### config.mk
export PLATFORM = sky130hd
export DESIGN_NAME = game_timer
export DESIGN_NICKNAME = d
export VERILOG_FILES = /design/src/rtl/game_timer_pkg.sv /design/src/rtl/game_timer_bcd_digit.sv /design/src/rtl/game_timer.sv
export SDC_FILE = /design/constraint.sdc
export NUM_CORES = 1
export LEC_CHECK = 0
export CORE_UTILIZATION = 52
export CTS_CLUSTER_SIZE = 24
export DETAILED_ROUTE_END_ITERATION = 6
export PLACE_DENSITY = 0.89
export SLEW_MARGIN = 20
export SYNTH_ARGS = -nofsm -noshare
export SYNTH_HDL_FRONTEND = slang
export SYNTH_SLANG_ARGS = --single-unit
### constraint.sdc
create_clock -name clk -period 3 [get_ports clk]
set_input_delay 0.6 -clock clk [delete_from_list [all_inputs] [get_ports clk]]
set_output_delay 0.6 -clock clk [all_outputs]
set_load 0.1 [all_outputs]
### src/rtl/game_timer_pkg.sv
// Shared state encoding and BCD limits for the game timer.
package game_timer_pkg;

  typedef enum logic [1:0] {
    ST_IDLE  = 2'b00,
    ST_RUN   = 2'b01,
    ST_PAUSE = 2'b10,
    ST_OVER  = 2'b11
  } state_t;

  localparam logic [3:0] BCD_NINE    = 4'h9;
  localparam logic [7:0] SEC_LAST    = 8'h59;
  localparam logic [3:0] SEC_HI_LAST = SEC_LAST[7:4];

endpackage

### src/rtl/game_timer_bcd_digit.sv
// One BCD digit counting 0..LAST; steps when enabled and carry-in is high.
module bcd_digit #(
  parameter logic [3:0] LAST = 4'h9
) (
  input  logic       clk,
  input  logic       reset,
  input  logic       i_clr,
  input  logic       i_en,
  input  logic       i_ci,
  output logic [3:0] o_q,
  output logic       o_co
);

  logic [3:0] r_q;

  always_ff @(posedge clk) begin
    if (reset || i_clr) begin
      r_q <= 4'h0;
    end else if (i_en && i_ci) begin
      r_q <= (r_q == LAST) ? 4'h0 : r_q + 4'h1;
    end
  end

  assign o_q  = r_q;
  assign o_co = i_ci && (r_q == LAST);

endmodule

### src/rtl/game_timer.sv
// Game elapsed-time counter (MM:SS in BCD) with run/pause/over control.
// Define GAME_TIMER_SATURATE_EN to hold at MIN_LAST:59 instead of rolling over.
module game_timer
  import game_timer_pkg::*;
#(
  parameter logic [7:0] MIN_LAST = 8'h99
) (
  input  logic       clk,
  input  logic       reset,
  input  logic       sec_tick,
  input  logic       start,
  input  logic       pause,
  input  logic       stop,
  output logic [7:0] sec_bcd,
  output logic [7:0] min_bcd,
  output logic [1:0] state,
  output logic       wrap
);

  state_t r_state;
  logic   r_tick_q;
  logic   r_wrap;

  logic       w_edge;
  logic       w_run_evt;
  logic       w_at_end;
  logic       w_wrap_set;
  logic       w_inc;
  logic       w_clr;
  logic [3:0] w_s0, w_s1, w_m0, w_m1;
  logic       w_c0, w_c1, w_c2, w_c3;

  assign w_edge    = sec_tick && !r_tick_q;
  // Only a clean edge in RUN with no competing request advances the count.
  assign w_run_evt = (r_state == ST_RUN) && !start && !stop && !pause && w_edge;
  assign w_at_end  = ({min_bcd, sec_bcd} == {MIN_LAST, SEC_LAST});
  assign w_wrap_set = w_run_evt && w_at_end;

`ifdef GAME_TIMER_SATURATE_EN
  assign w_inc = w_run_evt && !w_at_end;
  assign w_clr = start;
`else
  assign w_inc = w_run_evt;
  assign w_clr = start || w_wrap_set;
`endif

  bcd_digit #(.LAST(BCD_NINE)) u_sec_lo (
    .clk(clk), .reset(reset), .i_clr(w_clr), .i_en(w_inc), .i_ci(1'b1),
    .o_q(w_s0), .o_co(w_c0)
  );
  bcd_digit #(.LAST(SEC_HI_LAST)) u_sec_hi (
    .clk(clk), .reset(reset), .i_clr(w_clr), .i_en(w_inc), .i_ci(w_c0),
    .o_q(w_s1), .o_co(w_c1)
  );
  bcd_digit #(.LAST(BCD_NINE)) u_min_lo (
    .clk(clk), .reset(reset), .i_clr(w_clr), .i_en(w_inc), .i_ci(w_c1),
    .o_q(w_m0), .o_co(w_c2)
  );
  bcd_digit #(.LAST(BCD_NINE)) u_min_hi (
    .clk(clk), .reset(reset), .i_clr(w_clr), .i_en(w_inc), .i_ci(w_c2),
    .o_q(w_m1), .o_co(w_c3)
  );

  always_ff @(posedge clk) begin
    if (reset) begin
      r_state  <= ST_IDLE;
      r_wrap   <= 1'b0;
      r_tick_q <= 1'b1;
    end else begin
      r_tick_q <= sec_tick;
      r_wrap   <= w_wrap_set;
      case (r_state)
        ST_IDLE:  if (start) r_state <= ST_RUN;
        ST_RUN: begin
          if (start)      r_state <= ST_RUN;
          else if (stop)  r_state <= ST_OVER;
          else if (pause) r_state <= ST_PAUSE;
        end
        ST_PAUSE: begin
          if (start)      r_state <= ST_RUN;
          else if (stop)  r_state <= ST_OVER;
          else if (pause) r_state <= ST_RUN;
        end
        ST_OVER:  if (start) r_state <= ST_RUN;
        default:  r_state <= ST_IDLE;
      endcase
    end
  end

  assign sec_bcd = {w_s1, w_s0};
  assign min_bcd = {w_m1, w_m0};
  assign state   = r_state;
  assign wrap    = r_wrap;

  logic w_unused;
  assign w_unused = w_c3;

endmodule

* Yosys cells after proc, flatten, opt, wreduce, memory -nomap -nowiden
Cells that the tools add are included.
** Storage, ports and cells
- Word-level logic and storage cells :: 54
- Bits in registers :: 20
- Output and inout port bits :: 19
- Input port bits :: 6
** Operators by class
- Equality and inequality tests :: 11
- Add/subtract/negate cells :: 4
- Muxes and demuxes :: 12
- Reductions and logical operators :: 20
** Operators by type and width (number)
- 4-bit by 1-bit adder with 4-bit output, second input constant :: 4
- 16-bit equality test, second input constant :: 1
- 4-bit 2-to-1 mux :: 4
- 2-bit 2-to-1 mux :: 7
- 4-bit equality test, second input constant :: 3
- 1-bit logical AND :: 11
- 4-bit != test, second input constant :: 2
- 2-bit case mux with 3 select lines :: 1
- 2-bit equality test, second input constant :: 2
- 4-bit by 3-bit equality test with 1-bit output, second input constant :: 1
- 1-bit logical NOT :: 4
- 3-bit AND reduction :: 1
- 2-bit by 1-bit equality test with 1-bit output, second input constant :: 1
- 2-bit logical NOT :: 1
- 1-bit logical OR :: 2
- 2-bit by 1-bit != test with 1-bit output, second input constant :: 1
- 2-bit OR reduction :: 1

* Logic depth before layout (Yosys ltp)
- Depth after elaboration :: 8
- Depth in mapped cells :: 8
- Mapped depth without buffers :: 7

* Modules after synthesis
Synthesis repeated with hierarchy kept, for this count alone.
** Second synthesis, totals
- Cells, all modules :: 115
- Area, all modules :: 1104.8 µm²
** Modules (own cells, without submodules)
- bcd_digit at u_min_hi ... :: cells an instance 21, seq. area each 80.1 µm², area each 206.4 µm², instances 3
- game_timer :: cells an instance 31, seq. area each 80.1 µm², area each 287.8 µm², instances 1
- bcd_digit at u_sec_hi :: cells an instance 21, seq. area each 80.1 µm², area each 197.7 µm², instances 1

* Least setup slack after synthesis
OpenSTA, ideal clock, no wires.
- Kind :: reg-to-reg
- From :: register r_state[0], in the netlist state[0]
- To :: register u_min_lo.r_q[3], in the netlist u_min_lo.o_q[3]
- Slack :: 0.544 ns
- Stages on the path, launching flop included :: 8
- Data arrival time :: 2.338 ns
- Buffers on the path :: 1
- Period minus slack after synthesis :: 2.456 ns
- Setup time :: 0.118 ns
- Data required time :: 2.882 ns
- Cells stage by stage :: dfxtp_1 ha_1 and4bb_2 and4_4 buf_6 o2111ai_1 a22o_1 nor2b_4
** Between the ends
- Word-level cells in the longest chain between the ends :: 8
- Elaborated cells on any way between the ends :: 9
- Those cells by class :: 1 x eq/ne; 8 x reduce/logical
** Ends and longest elaborated chain
- start, declared :: line game_timer.sv:20 : state_t r_state;
- start signal, assigned :: line game_timer.sv:66 : r_state <= ST_IDLE;
- start signal, assigned :: line game_timer.sv:73 : ST_IDLE: if (start) r_state <= ST_RUN;
- start signal, assigned :: line game_timer.sv:75 : if (start) r_state <= ST_RUN;
- 2-bit by 1-bit equality test with 1-bit output * :: line game_timer.sv:35 : assign w_run_evt = (r_state == ST_RUN) && !start && !stop && !pause && w_edge;
- 1-bit logical AND * (4 in a row) :: line game_timer.sv:35
- 1-bit logical AND :: line game_timer.sv:37 : assign w_wrap_set = w_run_evt && w_at_end;
- 1-bit logical OR :: line game_timer.sv:44 : assign w_clr = start || w_wrap_set;
- 1-bit logical OR :: line game_timer_bcd_digit.sv:17 : if (reset || i_clr) begin
- end signal, assigned :: line game_timer_bcd_digit.sv:20 : r_q <= (r_q == LAST) ? 4'h0 : r_q + 4'h1;
- end, declared :: line game_timer_bcd_digit.sv:14 : logic [3:0] r_q;
Mark *: on every way between the ends. The rest lies on a longest branch, timed or not.
A chain may end at the register's enable or synchronous reset.

* Final worst setup path
- From :: input port start
- To :: register u_min_lo.r_q[1], in the netlist u_min_lo.o_q[1]
** Between the ends
- Word-level cells in the longest chain between the ends :: 8
- Elaborated cells on any way between the ends :: 9
- Those cells by class :: 9 x reduce/logical
** Ends and longest elaborated chain
- start, declared :: line game_timer.sv:11 : input logic start,
- 1-bit logical NOT :: line game_timer.sv:35
- 1-bit logical AND (4 in a row) :: line game_timer.sv:35
- 1-bit logical AND :: line game_timer.sv:37
- 1-bit logical OR :: line game_timer.sv:44
- 1-bit logical OR :: line game_timer_bcd_digit.sv:17
Several ways; a longest one is shown, not always the timed one.

==> flow_summary.toml <==
[route]
antenna_left = 0
drt-pass1-iter-count = 4
drt_iter0_markers = 13
route.detailed.drc = 0
detail_route.wl_per_cell_um = 12.8
vias_per_cell = 5.45
routed_wl_um = 2120
vias = 905

[synthesis]
syn-num-nets = 125
synth-adder-area-share = 0.0353
yosys_warnings = 0
synth_cell_types = 41
synth_area_per_cell_um2 = 9.17
synth_top_family_by_area = "simple AND/OR/NAND/NOR gates"
synth_compound_area_frac = 0.122
syn_area_um2 = 1060
synth-simple-area-share = 0.325
ys_seq_area_frac = 0.376
synthMuxAreaShare = 0.0376
ys_ff_latch = 20
netlist_instances = 116
synth_xor_area_frac = 0.0659

[global_route]
grt.busiest_layer = "met2"
use_met3 = 0.0346
first_global_vias = 787
grt_overflow = 0
met1_usage = 0.272
grt_use_met2 = 0.367
grt_max_degree = 13
grt.total_usage = 0.212
antenna_found_initial = 0
grt_pass1_wl_um = 3390

[timing]
finalSetupViolCount = 0
hold_violations = 0
grt_setup_unrepaired = "false"
worstMarginPinSlew_ns = 0.413
layout_min_cycle_time_ns = 2.08
finalWorstSetupSlack_ns = 0.916
clock_skew_ns = 0.00309
fin_crit_sh = 0.695
maxSlewViolCount = 0
max_freq_ghz = 0.480
maxSlewHeadroom = 0.725
setup-tns-final_ns = 0

[power]
cellLeakagePower_uw = 0.000516
power_density_nw_per_um2 = 370
peakVddDrop_mv = 0.207

[cells_and_area]
syn_to_final_growth_pct = 22.5
diodes = 0
nNetsFinal = 151
drive_gt1_frac = 0.248
design_area_um2 = 1300
layout.core_utilization = 0.715

[place]
placed_area_um2 = 1270
port_buffers = 24
dp_slack_ns = 0.610
dpl.hpwl_um = 1530
place.gp.congestion = 0.794

[hold_path]
hp-class = "reg2reg"
holdCritStartpoint = "u_sec_lo.o_q[3]"

[critical_path]
start_kind = "input pin"
required_ns = 3.25
critPathArrivalTime_ns = 2.33
critPathKind = "in2reg"
worstPathMaxFanout = 12
crit_path_end_kind = "flip-flop"
startpoint = "start"
r2r_slack_ns = 1.14
r2r_start = "state[1]"

[cts]
cts_tree = "done"
clk_latency_ns = 0.30
cts_root_buf = "clkbuf_4"
cts.sinks = 20
postCtsResizedCells = 0
ctsHoldBuffers = 0
cts_buffer_depth = 2
path_clk_slew_ns = 0.11
post_cts_buffers = 0
htree_levels = 1
cts_buffers = 3

[die]
design.die.area_um2 = 2230
num_rows = 15
ios = 25
die_width_um = 47.2
core_area_um2 = 1820
initial_utilization = 0.584
die_h_um = 47.2

[status]
outcome = "complete, no violations"

[run]
max-cap-violations = 0
## power breakdown
group	total (uW)	leakage, uW	switching [uW]	internal (uW)
sequential	272	0.000162	3.21	269
combinational	52.2	0.000333	33.8	18.4
clock	158	0.0000210	83.8	74.1
total	482	0.000516	121	361
## cells in the mapped netlist
cell type,n,share of area
dfxtp_1,20,0.38
buf_6,1,0.011
nand2_1,5,0.018
and4_4,1,0.011
nor2b_1,1,0.0059
a22o_1,1,0.0082
and2_2,1,0.0071
o21ai_0,3,0.014
o21a_1,1,0.0071
xor2_1,4,0.033
a41o_1,1,0.0094
o2111ai_1,1,0.0082
a311oi_1,1,0.0082
and3_1,2,0.012
or2_2,2,0.012
a21oi_2,1,0.0082
nor4b_1,1,0.0082
nand3_2,1,0.0094
and4bb_1,1,0.012
nor3_1,2,0.0094
a31oi_1,1,0.0059
and2b_1,1,0.0071
nor2_1,18,0.064
nor2b_4,1,0.013
or3_1,1,0.0059
nand3b_1,3,0.021
ha_1,3,0.035
o21bai_4,1,0.018
xnor2_1,4,0.033
and4bb_2,1,0.012
inv_1,5,0.018
clkbuf_2,2,0.0094
o21bai_1,1,0.0071
nand3_1,4,0.019
nor3b_1,2,0.014
nor3b_4,1,0.018
and2b_2,1,0.0082
nand4_1,4,0.024
nand3_4,1,0.016
a21oi_1,6,0.028
mux2i_1,4,0.038
## worst max-delay path, stage by stage
cell	delay [ns]
clkdlybuf4s50_1	0.48
and4bb_2	0.35
and4_4	0.33
nand3_2	0.09
or3_1	0.34
a21oi_2	0.13
## layout by cell type, fill, tap and decap left out, types with 2 or more instances in the layout
| cell type | Yosys | layout |
|---|---|---|
| a21oi_1 | 6 | 6 |
| and3_1 | 2 | 2 |
| buf_4 | 0 | 19 |
| clkbuf_4 | 0 | 3 |
| clkdlybuf4s50_1 | 0 | 5 |
| dfxtp_1 | 20 | 20 |
| ha_1 | 3 | 3 |
| inv_1 | 5 | 5 |
| mux2i_1 | 4 | 4 |
| nand2_1 | 5 | 5 |
| nand3_1 | 4 | 4 |
| nand3b_1 | 3 | 3 |
| nand4_1 | 4 | 4 |
| nor2_1 | 18 | 18 |
| nor3_1 | 2 | 2 |
| nor3b_1 | 2 | 2 |
| o21ai_0 | 3 | 3 |
| or2_2 | 2 | 2 |
| xnor2_1 | 4 | 4 |
| xor2_1 | 4 | 4 |
## through the flow
step                      hold slack, ns  std cells  total power [uW]
after global placement             0.509        162               328
final                              0.537        166               482
after detailed placement           0.517        162               329
after floorplan                    0.672        116               313
after CTS                          0.538        166               486
after global routing               0.577        166               500
## layer usage
layer	part of all wire	vias to the layer above
met1	0.48	420
met3	0.032	4
met4	0.011	0
li1	-	463
met5	0	-
met2	0.48	18
## cells by family after synthesis
group                    Yosys count
multiplexers                       4
AO/OA/AOI/OAI                     18
buffers and inverters              8
XOR/XNOR                           8
AND/OR/NAND/NOR                   55
flip-flops                        20
adder cells (fa/ha/maj)            3
## sequential cells by signal, indices dropped and copies added (netlist names)
name / count
u_min_hi.o_q: 4
u_sec_lo.o_q: 4
wrap: 1
state: 2
u_min_lo.o_q: 4
r_tick_q: 1
u_sec_hi.o_q: 4
## final timing paths
check	to	cells past startpoint
min	u_sec_lo.o_q[3]	2
max	u_min_lo.o_q[1]	6
max reg2reg	u_min_lo.o_q[3]	7
min reg2reg	u_sec_lo.o_q[3]	2
## area by class of cell
cell class | instances | area, um^2
multi-input cells | 88 | 623
inverters | 5 | 18.8
well taps | 25 | 31.3
fillers | 148 | 518
flip-flops and latches | 20 | 400
repair buffers | 24 | 193
clock buffers | 4 | 36.3
(Power assumes the default switching activity.)
